### src/rtl/ahb_pkg.sv
// Shared AHB definitions for the AHB-to-APB bridge slave side.
//   HTRANS_* : AHB transfer type encodings
//   HRESP_*  : AHB response encodings (OKAY / ERROR)
//   resp_state_e : states of the two-cycle ERROR response FSM
package ahb_pkg;

  localparam logic [1:0] HTRANS_IDLE   = 2'b00;
  localparam logic [1:0] HTRANS_BUSY   = 2'b01;
  localparam logic [1:0] HTRANS_NONSEQ = 2'b10;
  localparam logic [1:0] HTRANS_SEQ    = 2'b11;

  localparam logic [1:0] HRESP_OKAY  = 2'b00;
  localparam logic [1:0] HRESP_ERROR = 2'b01;

  typedef enum logic [1:0] {
    StOkay = 2'b00,
    StErr1 = 2'b01,
    StErr2 = 2'b10
  } resp_state_e;

endpackage

### src/rtl/ahb_slave_if_if.sv
// Bus bundle between the AHB master side and the bridge slave interface.
//   master-driven : hwrite, hready_in, htrans, haddr, hwdata
//   APB-ctl driven: prdata, apb_ready
//   slave-driven  : valid, haddr_1/2, hwdata_1/2, hwrite_reg/_1, tempselx, hrdata, hresp,
//                   hready_out
// modport slave is used by ahb_slave_if; modport master by whatever drives the bus.
interface ahb_slave_if_if;

  logic        hwrite;
  logic        hready_in;
  logic [1:0]  htrans;
  logic [31:0] haddr;
  logic [31:0] hwdata;
  logic [31:0] prdata;
  logic        apb_ready;

  logic        valid;
  logic [31:0] haddr_1;
  logic [31:0] haddr_2;
  logic [31:0] hwdata_1;
  logic [31:0] hwdata_2;
  logic        hwrite_reg;
  logic        hwrite_reg_1;
  logic [2:0]  tempselx;
  logic [31:0] hrdata;
  logic [1:0]  hresp;
  logic        hready_out;

  modport slave (
    input  hwrite, hready_in, htrans, haddr, hwdata, prdata, apb_ready,
    output valid, haddr_1, haddr_2, hwdata_1, hwdata_2, hwrite_reg, hwrite_reg_1,
           tempselx, hrdata, hresp, hready_out
  );

  modport master (
    output hwrite, hready_in, htrans, haddr, hwdata, prdata, apb_ready,
    input  valid, haddr_1, haddr_2, hwdata_1, hwdata_2, hwrite_reg, hwrite_reg_1,
           tempselx, hrdata, hresp, hready_out
  );

endinterface

### src/rtl/ahb_addr_decode.sv
// Combinational address decoder for the three APB peripheral regions.
//   haddr    : AHB address
//   in_win   : haddr lies inside [BASE_ADDR, BASE_ADDR + 3*REGION_SZ)
//   tempselx : one-hot region select (001/010/100), 000 outside the window
module ahb_addr_decode #(
  parameter logic [31:0] BASE_ADDR = 32'h8000_0000,
  parameter logic [31:0] REGION_SZ = 32'h0400_0000
) (
  input  logic [31:0] haddr,
  output logic        in_win,
  output logic [2:0]  tempselx
);

  // Boundaries held in 33 bits so a window ending exactly at 2^32 is representable.
  localparam logic [32:0] Region1Start = {1'b0, REGION_SZ};
  localparam logic [32:0] Region2Start = 33'(2) * {1'b0, REGION_SZ};
  localparam logic [32:0] WinEnd       = {1'b0, BASE_ADDR} + 33'(3) * {1'b0, REGION_SZ};

  if (WinEnd > 33'h1_0000_0000) begin : g_window_overflow
    $error("ahb_addr_decode: BASE_ADDR + 3*REGION_SZ exceeds the 32-bit address space");
  end

  logic [31:0] offset;

  always_comb begin
    offset   = haddr - BASE_ADDR;
    in_win   = (haddr >= BASE_ADDR) && ({1'b0, haddr} < WinEnd);
    tempselx = 3'b000;
    if (in_win) begin
      if ({1'b0, offset} < Region1Start) begin
        tempselx = 3'b001;
      end else if ({1'b0, offset} < Region2Start) begin
        tempselx = 3'b010;
      end else begin
        tempselx = 3'b100;
      end
    end
  end

endmodule

### src/rtl/ahb_slave_if.sv
// AHB-side slave interface of the AHB-to-APB bridge.
//   hclk   : system clock, rising edge
//   hreset : asynchronous, active-high reset
//   bus    : ahb_slave_if_if.slave -- AHB inputs, APB controller handshake, registered
//            address/data/control pipeline, region select, HRDATA/HRESP/HREADY outputs
// Holds the two-deep pipeline registers and the OKAY/ERR1/ERR2 response FSM that produces
// the two-cycle AHB ERROR response for out-of-window accesses.
module ahb_slave_if
  import ahb_pkg::*;
#(
  parameter logic [31:0] BASE_ADDR = 32'h8000_0000,
  parameter logic [31:0] REGION_SZ = 32'h0400_0000
) (
  input logic          hclk,
  input logic          hreset,
  ahb_slave_if_if.slave bus
);

  logic        in_win;
  logic        active;
  resp_state_e state_q, state_d;

  ahb_addr_decode #(
    .BASE_ADDR (BASE_ADDR),
    .REGION_SZ (REGION_SZ)
  ) u_addr_decode (
    .haddr    (bus.haddr),
    .in_win   (in_win),
    .tempselx (bus.tempselx)
  );

  // NONSEQ and SEQ both have htrans[1] set; IDLE and BUSY never start a transfer.
  assign active     = bus.hready_in && bus.htrans[1];
  assign bus.valid  = active && in_win && (state_q == StOkay);
  assign bus.hrdata = bus.prdata;

  // Pipeline advances only on accepted cycles; error beats are captured too (harmless).
  always_ff @(posedge hclk or posedge hreset) begin
    if (hreset) begin
      bus.haddr_1      <= '0;
      bus.haddr_2      <= '0;
      bus.hwdata_1     <= '0;
      bus.hwdata_2     <= '0;
      bus.hwrite_reg   <= 1'b0;
      bus.hwrite_reg_1 <= 1'b0;
    end else if (bus.hready_in) begin
      bus.haddr_1      <= bus.haddr;
      bus.haddr_2      <= bus.haddr_1;
      bus.hwdata_1     <= bus.hwdata;
      bus.hwdata_2     <= bus.hwdata_1;
      bus.hwrite_reg   <= bus.hwrite;
      bus.hwrite_reg_1 <= bus.hwrite_reg;
    end
  end

  always_ff @(posedge hclk or posedge hreset) begin
    if (hreset) begin
      state_q <= StOkay;
    end else begin
      state_q <= state_d;
    end
  end

  always_comb begin
    state_d        = state_q;
    bus.hresp      = HRESP_OKAY;
    bus.hready_out = 1'b1;
    unique case (state_q)
      StOkay: begin
        bus.hready_out = bus.apb_ready;
        if (active && !in_win) begin
          state_d = StErr1;
        end
      end
      StErr1: begin
        bus.hresp      = HRESP_ERROR;
        bus.hready_out = 1'b0;
        state_d        = StErr2;
      end
      StErr2: begin
        // Any transfer presented here is dropped; the master reissues after ERROR.
        bus.hresp      = HRESP_ERROR;
        bus.hready_out = 1'b1;
        state_d        = StOkay;
      end
      default: begin
        state_d = StOkay;
      end
    endcase
  end

endmodule

### src/flat_wrapper.sv
// flat-port wrapper written by rule: the top's interface ports become plain ports
module ahb_slave_if_flat import ahb_pkg::*;
#(
  parameter logic [31:0] BASE_ADDR = 32'h8000_0000,
  parameter logic [31:0] REGION_SZ = 32'h0400_0000
)
  (hclk, hreset, bus_hwrite, bus_hready_in, bus_htrans, bus_haddr, bus_hwdata, bus_prdata, bus_apb_ready, bus_valid, bus_haddr_1, bus_haddr_2, bus_hwdata_1, bus_hwdata_2, bus_hwrite_reg, bus_hwrite_reg_1, bus_tempselx, bus_hrdata, bus_hresp, bus_hready_out);
  ahb_slave_if_if bus_i ();
  input logic hclk;
  input logic hreset;
  input wire logic [$bits(bus_i.hwrite)-1:0] bus_hwrite;
  input wire logic [$bits(bus_i.hready_in)-1:0] bus_hready_in;
  input wire logic [$bits(bus_i.htrans)-1:0] bus_htrans;
  input wire logic [$bits(bus_i.haddr)-1:0] bus_haddr;
  input wire logic [$bits(bus_i.hwdata)-1:0] bus_hwdata;
  input wire logic [$bits(bus_i.prdata)-1:0] bus_prdata;
  input wire logic [$bits(bus_i.apb_ready)-1:0] bus_apb_ready;
  output wire logic [$bits(bus_i.valid)-1:0] bus_valid;
  output wire logic [$bits(bus_i.haddr_1)-1:0] bus_haddr_1;
  output wire logic [$bits(bus_i.haddr_2)-1:0] bus_haddr_2;
  output wire logic [$bits(bus_i.hwdata_1)-1:0] bus_hwdata_1;
  output wire logic [$bits(bus_i.hwdata_2)-1:0] bus_hwdata_2;
  output wire logic [$bits(bus_i.hwrite_reg)-1:0] bus_hwrite_reg;
  output wire logic [$bits(bus_i.hwrite_reg_1)-1:0] bus_hwrite_reg_1;
  output wire logic [$bits(bus_i.tempselx)-1:0] bus_tempselx;
  output wire logic [$bits(bus_i.hrdata)-1:0] bus_hrdata;
  output wire logic [$bits(bus_i.hresp)-1:0] bus_hresp;
  output wire logic [$bits(bus_i.hready_out)-1:0] bus_hready_out;
  assign bus_i.hwrite = bus_hwrite;
  assign bus_i.hready_in = bus_hready_in;
  assign bus_i.htrans = bus_htrans;
  assign bus_i.haddr = bus_haddr;
  assign bus_i.hwdata = bus_hwdata;
  assign bus_i.prdata = bus_prdata;
  assign bus_i.apb_ready = bus_apb_ready;
  assign bus_valid = bus_i.valid;
  assign bus_haddr_1 = bus_i.haddr_1;
  assign bus_haddr_2 = bus_i.haddr_2;
  assign bus_hwdata_1 = bus_i.hwdata_1;
  assign bus_hwdata_2 = bus_i.hwdata_2;
  assign bus_hwrite_reg = bus_i.hwrite_reg;
  assign bus_hwrite_reg_1 = bus_i.hwrite_reg_1;
  assign bus_tempselx = bus_i.tempselx;
  assign bus_hrdata = bus_i.hrdata;
  assign bus_hresp = bus_i.hresp;
  assign bus_hready_out = bus_i.hready_out;
  ahb_slave_if #(.BASE_ADDR(BASE_ADDR), .REGION_SZ(REGION_SZ)) u_core (.hclk(hclk), .hreset(hreset), .bus(bus_i));
endmodule
### config.mk
export PLATFORM = sky130hd
export DESIGN_NAME = ahb_slave_if_flat
export DESIGN_NICKNAME = d
export VERILOG_FILES = /design/src/rtl/ahb_pkg.sv /design/src/rtl/ahb_slave_if_if.sv /design/src/rtl/ahb_addr_decode.sv /design/src/rtl/ahb_slave_if.sv /design/src/flat_wrapper.sv
export SDC_FILE = /design/constraint.sdc
export NUM_CORES = 1
export LEC_CHECK = 0
export CORE_MARGIN = 2
export CORE_UTILIZATION = 40
export CTS_CLUSTER_DIAMETER = 120
export DETAILED_ROUTE_END_ITERATION = 12
export PLACE_DENSITY = 0.86
export REMOVE_ABC_BUFFERS = 1
export SYNTH_ARGS = -nofsm -noshare
export SYNTH_HDL_FRONTEND = slang
export SYNTH_SLANG_ARGS = --single-unit
### constraint.sdc
create_clock -name hclk -period 6.16 [get_ports hclk]
set_input_delay 1.232 -clock hclk [delete_from_list [all_inputs] [get_ports hclk]]
set_output_delay 1.232 -clock hclk [all_outputs]
set_load 0.1 [all_outputs]
Word level (Yosys, flattened, before mapping)
Index checks and enable logic that the tools add are counted.
{"block": "word_totals", "register_bits": 132, "input_bits": 103, "word_cells": 30}
{"block": "classes", "n_addsub": 1, "magnitude_cmp": 4, "eq_ne": 3, "muxes": 7, "reduce_logical": 8}
{"op": "greater-or-equal comparator 32 bit (second input constant)", "n": 1}
{"op": "< comparator 32 x 27 -> 1 bit (second input constant)", "n": 1}
{"op": "< comparator 32 x 28 -> 1 bit (second input constant)", "n": 1}
{"op": "< comparator 32 bit (second input constant)", "n": 1}
{"op": "subtractor 32 bit (second input constant)", "n": 1}
{"op": "2-to-1 mux 3 bit", "n": 3}
{"op": "logical AND 1 bit", "n": 5}
{"op": "one-hot mux 2 bit (2 select lines)", "n": 1}
{"op": "== test 2 x 1 -> 1 bit (second input constant)", "n": 1}
{"op": "== test 2 bit (second input constant)", "n": 1}
{"op": "zero test 2 bit", "n": 1}
{"op": "2-to-1 mux 2 bit", "n": 1}
{"op": "!= test 2 bit (second input constant)", "n": 1}
{"op": "one-hot mux 1 bit (2 select lines)", "n": 1}
{"op": "OR reduction 2 bit", "n": 1}
{"op": "zero test 1 bit", "n": 1}
{"op": "2-to-1 mux 1 bit", "n": 1}

Depth between registers and ports, before layout
Gate-level depths: netlist (run 1).
{"block": "depth", "depth_word": 6, "depth_mapped": 5, "ltp_nobuf": 5}

By module
From an unflattened synthesis (run 1), not the netlist that was laid out.
{"block": "unflattened", "hier_cells": 331, "area_unflattened_um2": 5574.1}
{"module": "ahb_slave_if", "instances": 1, "cells_each": 326, "area_per_inst_um2": 5519.0}
{"module": "ahb_addr_decode", "instances": 1, "cells_each": 5, "area_per_inst_um2": 55.1}

Worst setup path after synthesis (run 1)
OpenSTA, ideal clock, no wires.
{"block": "synth_path", "path_kind": "input -> output", "startpoint": "input bus_haddr[28]", "endpoint": "output bus_tempselx[0]", "arrival_time_ps": 3826, "t_required_ps": 4928, "slack_ps": 1102, "cell_stages": 2, "n_path_buf": 0, "cell_sequence": "or4b_4 -> nor3_1"}
{"block": "synth_via", "elab_chain_cells": 4, "word_cells_on_any_way": 7, "cone_classes": "add/sub (1); order compare (3); mux (2); reduce/logical (1)"}
{"item": "start: declaration", "line_no": "flat_wrapper.sv:14", "rtl": "input wire logic [$bits(bus_i.haddr)-1:0] bus_haddr;"}
{"item": "subtractor 32 bit", "line_no": "ahb_addr_decode.sv:26", "rtl": "offset = haddr - BASE_ADDR;"}
{"item": "< comparator 32 x 27 -> 1 bit", "line_no": "ahb_addr_decode.sv:30", "rtl": "if ({1'b0, offset} < Region1Start) begin"}
{"item": "2-to-1 mux 3 bit", "line_no": "ahb_addr_decode.sv:30"}
{"item": "2-to-1 mux 3 bit *", "line_no": "ahb_addr_decode.sv:29", "rtl": "if (in_win) begin"}
{"item": "end: declaration", "line_no": "flat_wrapper.sv:25", "rtl": "output wire logic [$bits(bus_i.tempselx)-1:0] bus_tempselx;"}
Mark *: on every way between the ends. The rest lies on a longest branch, timed or not.

Worst setup path in the final report (run 1)
{"block": "layout_path", "startpoint": "input bus_haddr[28]", "endpoint": "output bus_tempselx[1]"}
{"block": "layout_via", "elab_chain_cells": 5, "word_cells_on_any_way": 9, "cone_classes": "add/sub (1); order compare (4); mux (3); reduce/logical (1)"}
{"item": "subtractor 32 bit", "line_no": "ahb_addr_decode.sv:26"}
{"item": "< comparator 32 x 28 -> 1 bit", "line_no": "ahb_addr_decode.sv:32", "rtl": "end else if ({1'b0, offset} < Region2Start) begin"}
{"item": "2-to-1 mux 3 bit", "line_no": "ahb_addr_decode.sv:32"}
{"item": "2-to-1 mux 3 bit", "line_no": "ahb_addr_decode.sv:30"}
{"item": "2-to-1 mux 3 bit *", "line_no": "ahb_addr_decode.sv:29"}
Marks and branches as above.

==> summary.md, run 1 <==
| Metric | Value |
|---|---|
| Post-synth top area cell | dfrtp_1 |
| Internal | a little under 2 mW |
| Hold Path Class | register to register |
| Cell chain of the critical path | clkdlybuf4s50_1, or4b_4, nor3b_2, clkdlybuf4s50_1 |
| Overall Global Routing Usage | 0.191 |
| Post-DRT Antenna Nets | 0 |
| Sw Pwr | 1.45 mW |
| Fraction of layout cells with a size suffix above 1 | 0.166 |
| Reg power frac | 0.309 |
| Period minus WS final | ~4.8 ns |
| Gr ovfl total | 0 |
| Post-synthesis sequential area ratio | 0.619 |
| Setup TNS | 0 ns |
| Place WS | about 1.3 ns |
| TritonCTS Sinks | ~130 |
| Maximum clock path buffer count | 2 |
| Worst-Margin Slew | 1.01 ns |
| Nets | approximately 620 |
| CTS tree | built |
| First-pass DRT Iterations | 4 |
| Leakage power | 3.25 nW |
| Post-CTS Repair Setup Buffers | 0 |
| Crit-path most repeated cell | clkdlybuf4s50_1 |
| Combinational power share | 0.399 |
| Core Rows | between 40 and 50 |
| Die Width | 120 um |
| EDFF count, synth | 0 |
| Area contributors post-synth | dfrtp_1, mux2_1, mux2_2 |
| First-pass GRT wire length | 20400 um |
| Top FF cell, synth | dfrtp_1 |
| PostCTS Resize Cnt | 0 |
| H-Tree Depth | 4 |
| Die area | between 10000 and 15000 um2 |
| Layout Cells excl Fill | 705 |
| Buf+Inv Stages, Crit Path | 2 |
| Setup ws final | ~1.3 ns |
| Area grow syn2layout | 47.0% |
| Root Driver | clkbuf_16 |
| Switching share of power | 0.428 |
| Clock Latency Late Sink | about 0.40 ns |
| Post-synthesis cell type count | 23 |
| Crit Path Category | input pin to primary output |
| Most frequent cell after synthesis | dfrtp_1 |
| Final hold vios | 0 |
| Largest net degree at the start of global routing | 79 |
| Setup Skew | about 0.0064 ns |
| Synth cell count leaders | dfrtp_1, mux2_1, mux2_2 |
| Synth top area share | 0.619 |
| # setup viols final | 0 |
| Synth Instances | 337 |
| Crit Path Max Fanout | 3 |
| DRT iter0 DRCs | between 150 and 200 |
| Final period util | 0.787 |
| Slew Limit Fails | 0 |
| Syn avg cell area | between 15 and 20 um2 |
| End-of-flow core utilization | 0.597 |
| Slowest cell on crit path | clkdlybuf4s50_1 |
| Vias in the first global route | 3668 |
| CP Launch Type | input pin |
| Number of synthesized register bits | 132 |
| CP arrival | 3.62 ns |
| TritonCTS buffer count | 17 |
| DR DRC count | 0 |
| Die H | about 120 um |
| Power Density | 433 nW/um2 |
| CP delay by family, top | buffers and inverters |
| Initial antenna violation count | 0 |
| GPL Wtd Cong | 0.723 |
| CP Data Required Time | 4.93 ns |
| Clock share of power | 0.292 |
| Peak supply drop | 0.000291 V |
| Core Region | 13100 um2 |
| Clock transition at path regs | 0.05 ns |
| # hold bufs at CTS | 0 |
| Setup crit end kind | primary output |
| Outcome | completed |
| Vias per inst | approximately 4.8 |
| Placed Instances | a little under 700 |
| Unrepaired setup endpoints after global routing | no |
| Number of diodes | 0 |
| Mapped Area | about 5300 um2 |
| HPWL after DPL | slightly below 10000 um |
| Synth warn | 0 |
| Vias | between 3k and 4k |
| Synth async-reset ratio | 1.00 |
| Routed WL | 13200 um |
| Routed len/inst | 18.8 um |
| Initial core utilization | 0.406 |
| Max-cap violations | 0 |
| Slew margin rel. | 0.324 |
| Ports | 272 |
| Fmax | 0.206 GHz |
| Number of port buffers | between 200 and 250 |
| Max stage delay on crit path | 1.15 ns |
-- per-stage QoR --
stage / hold slack, ns / power [mW] / area, um2
floorplan: 0.517 / 2.06 / 4960
global placement: 0.467 / 2.40 / 7260
detailed placement: 0.475 / 2.43 / 7260
CTS: 0.488 / 3.43 / 7840
global route: 0.509 / 3.51 / 7840
finish: 0.482 / 3.40 / 7840
-- routing by layer --
metal  wire length (um)  GRT usage  vias up
met4                177     0.0588        4
met1               5130      0.209     1686
li1                   -          -     1501
met3               1950      0.147       19
met5                160     0.0846        -
met2               5820      0.278      178
-- final cells by class --
cell class              instances  area (um2)
fillers                      1035        5300
well taps                     176         220
inverters                       4        17.5
multi-input cells             153        1640
clock inverters                10         133
repair buffers                209        2080
clock buffers                  21         450
flip-flops and latches        132        3300
-- layout by cell type (no fill, tap or decap), drive strengths merged, types with 2 or more instances in the layout --
master | netlist | routed
nand2 | 4 | 4
clkdlybuf4s50 | 0 | 204
buf | 48 | 5
clkbuf | 0 | 21
clkinv | 0 | 7
nand3 | 2 | 2
ha | 3 | 3
dfrtp | 132 | 132
inv | 4 | 4
mux2 | 130 | 130
nor3b | 2 | 2
bufinv | 0 | 3
-- power groups by stage --
stage / logic (mW) / clock network, mW / registers, mW
after floorplan: 0.220 / 0 / 1.84
after global placement: 1.35 / 0 / 1.05
after detailed placement: 1.36 / 0 / 1.07
after CTS: 1.36 / 1.01 / 1.05
after global routing: 1.39 / 1.05 / 1.07
final: 1.36 / 0.991 / 1.05
-- path summary, 6_finish.rpt --
path / start / endpoint / slack, ns / cells past startpoint
min: u_core.bus.hwdata_2[15] / u_core.bus.hwdata_2[15] / 0.48 / 1
min reg2reg: u_core.bus.hwdata_2[15] / u_core.bus.hwdata_2[15] / 0.48 / 1
max: bus_haddr[28] / bus_tempselx[1] / 1.31 / 4
max in group asynchronous: hreset / u_core.bus.hwdata_1[15] / 4.03 / 3
min in group asynchronous: hreset / u_core.bus.haddr_2[1] / 1.38 / 3
max reg2reg: u_core.state_q[1] / u_core.state_q[1] / 4.95 / 4
-- cell families after synthesis --
family / Yosys count / synth area share
flops: 132 / 0.619
compound gates: 4 / 0.00469
mux: 130 / 0.274
fa+ha+maj: 3 / 0.00703
other cells: 1 / 0.000703
simple gates: 15 / 0.0204
buf+inv: 52 / 0.0739
Note: power is estimated with default switching activity, not from simulation.
==> inputs of run 2 (changes only) <==
Settings changed: CORE_UTILIZATION 40 to 36, PLACE_DENSITY 0.86 to 0.82.
Clock period 6.16 ns to 4 ns, I/O delays scaled along.
==> run 2 against run 1 <==
Effect of this change: clock skew hardly changed; wire length shrank 3.4%; sequential share of layout area shrank 0.36 points; final area increased by 0.86%; die area rose by 11%; critical endpoint unchanged; highest routed layer unchanged.
==> summary.md, run 2 (synthesized netlist as in run 1, its figures left out) <==
| Metric | Value |
|---|---|
| Root Driver | clkbuf_16 |
| Post-CTS Repair Setup Buffers | 0 |
| R2r startpoint | u_core.state_q[1] |
| Power Density | 676 nW/um2 |
| HPWL after DPL | 9300 um |
| DRT iter0 DRCs | 127 |
| Max-cap violations | 0 |
| TritonCTS buffer count | 17 |
| Crit Path Category | input pin to primary output |
| Setup Skew | between 0.006 and 0.007 ns |
| Die Width | ~130 um |
| Worst Setup SP | bus_haddr[28] |
| Placed Instances | 681 |
| First-pass DRT Iterations | 4 |
| # setup viols final | 0 |
| Routed WL | 12800 um |
| Number of port buffers | 205 |
| Most frequent cells in the layout | clkdlybuf4s50_1, dfrtp_1, mux2_1 |
| # hold bufs at CTS | 0 |
| First-pass GRT wire length | just under 20000 um |
| HP Start | u_core.bus.haddr_2[30] |
| Min Hold Slack | 0.481 ns |
| Die area | 15800 um2 |
| Die H | 126 um |
| Hold Path Class | register to register |
| TritonCTS Sinks | 132 |
| Ports | between 200 and 300 |
| Flop-to-flop setup slack | 2.83 ns |
| GPL Wtd Cong | 0.769 |
| Gr ovfl total | 0 |
| DR DRC count | 0 |
| CP arrival | between 2 and 2.5 ns |
| Worst-Margin Slew | between 1 and 1.5 ns |
| Final period util | 0.786 |
| Initial antenna violation count | 0 |
| Most common cell after layout, fill and taps aside | clkdlybuf4s50_1 |
| Number of diodes | 0 |
| Vias | 3368 |
| CP Data Required Time | around 3.2 ns |
| Fmax | 0.318 GHz |
| Peak supply drop | 0.000395 V |
| Overall Global Routing Usage | 0.161 |
| Vias per inst | around 4.7 |
| Largest net degree at the start of global routing | 132 |
| Initial core utilization | 0.367 |
| Clock transition at path regs | roughly 0.050 ns |
| Unrepaired setup endpoints after global routing | no |
| Post-DRT Antenna Nets | 0 |
| Setup crit end kind | primary output |
| Area grow syn2layout | 48.2% |
| PostCTS Resize Cnt | 0 |
| Vias in the first global route | ~3.6k |
| Core Region | 14500 um2 |
| Maximum clock path buffer count | 2 |
| Crit Path Max Fanout | 3 |
| CP Launch Type | input pin |
| Outcome | completed |
| Slew Limit Fails | 0 |
| CTS tree | built |
| Routed len/inst | ~18 um |
| Fraction of layout cells with a size suffix above 1 | 0.176 |
| Slew margin rel. | 0.311 |
| Final hold vios | 0 |
| Core Rows | between 40 and 50 |
| Clock Latency Late Sink | around 0.41 ns |
| Layout Cells excl Fill | 712 |
| Leakage power | 3.28 nW |
| H-Tree Depth | 4 |
| Nets | 622 |
| Period minus WS final | 3.14 ns |
-- run 2: critical path, cell delays in order --
cell,delay [ns]
clkdlybuf4s50_1,0.45
or4b_4,0.58
nor3b_2,0.20
buf_4,0.31
-- run 2: layout make-up --
| class | count | area (um2) |
|---|---|---|
| fill | 1178 | 6620 |
| sequential | 132 | 3300 |
| timing repair buffer | 208 | 2080 |
| multi-input combinational | 153 | 1640 |
| clock buffer | 23 | 488 |
| tap | 184 | 230 |
| clock inverter | 8 | 148 |
| inverter | 4 | 17.5 |
-- run 2: report_power, final --
group,switching (mW),internal (mW),leakage (nW)
clock,0.544,1.11,0.301
sequential,0.106,1.51,1.55
combinational,1.59,0.491,1.43
-- run 2: path summary, 6_finish.rpt --
path                       depth (start not counted)                 endpoint
setup / recovery                                   4          bus_tempselx[1]
hold / removal                                     1   u_core.bus.haddr_2[30]
setup reg to reg                                   4        u_core.state_q[1]
hold reg to reg                                    1   u_core.bus.haddr_2[30]
max in group asynchronous                          3   u_core.bus.haddr_2[25]
min in group asynchronous                          2  u_core.bus.hwdata_2[28]
-- run 2: routing by layer --
layer / vias to the layer above / part of all wire / global-route usage
met3: 23 / 0.11 / 0.101
met5: - / 0.0049 / 0.0279
met1: 1673 / 0.40 / 0.176
met4: 2 / 0.023 / 0.0692
met2: 172 / 0.47 / 0.248
li1: 1498 / - / -
-- run 2: metrics by stage --
stage	TNS (ns)	util	setup slack (ns)	area, um2	total power [mW]
4_1_cts	0	0.544	0.858	7910	5.41
2_1_floorplan	-43.23	-	-0.326	4960	3.18
6_report	0	0.544	0.857	7910	5.35
3_3_place_gp	0	0.501	0.890	7270	3.70
5_1_grt	0	0.544	0.831	7910	5.54
3_5_place_dp	0	0.501	0.858	7270	3.73
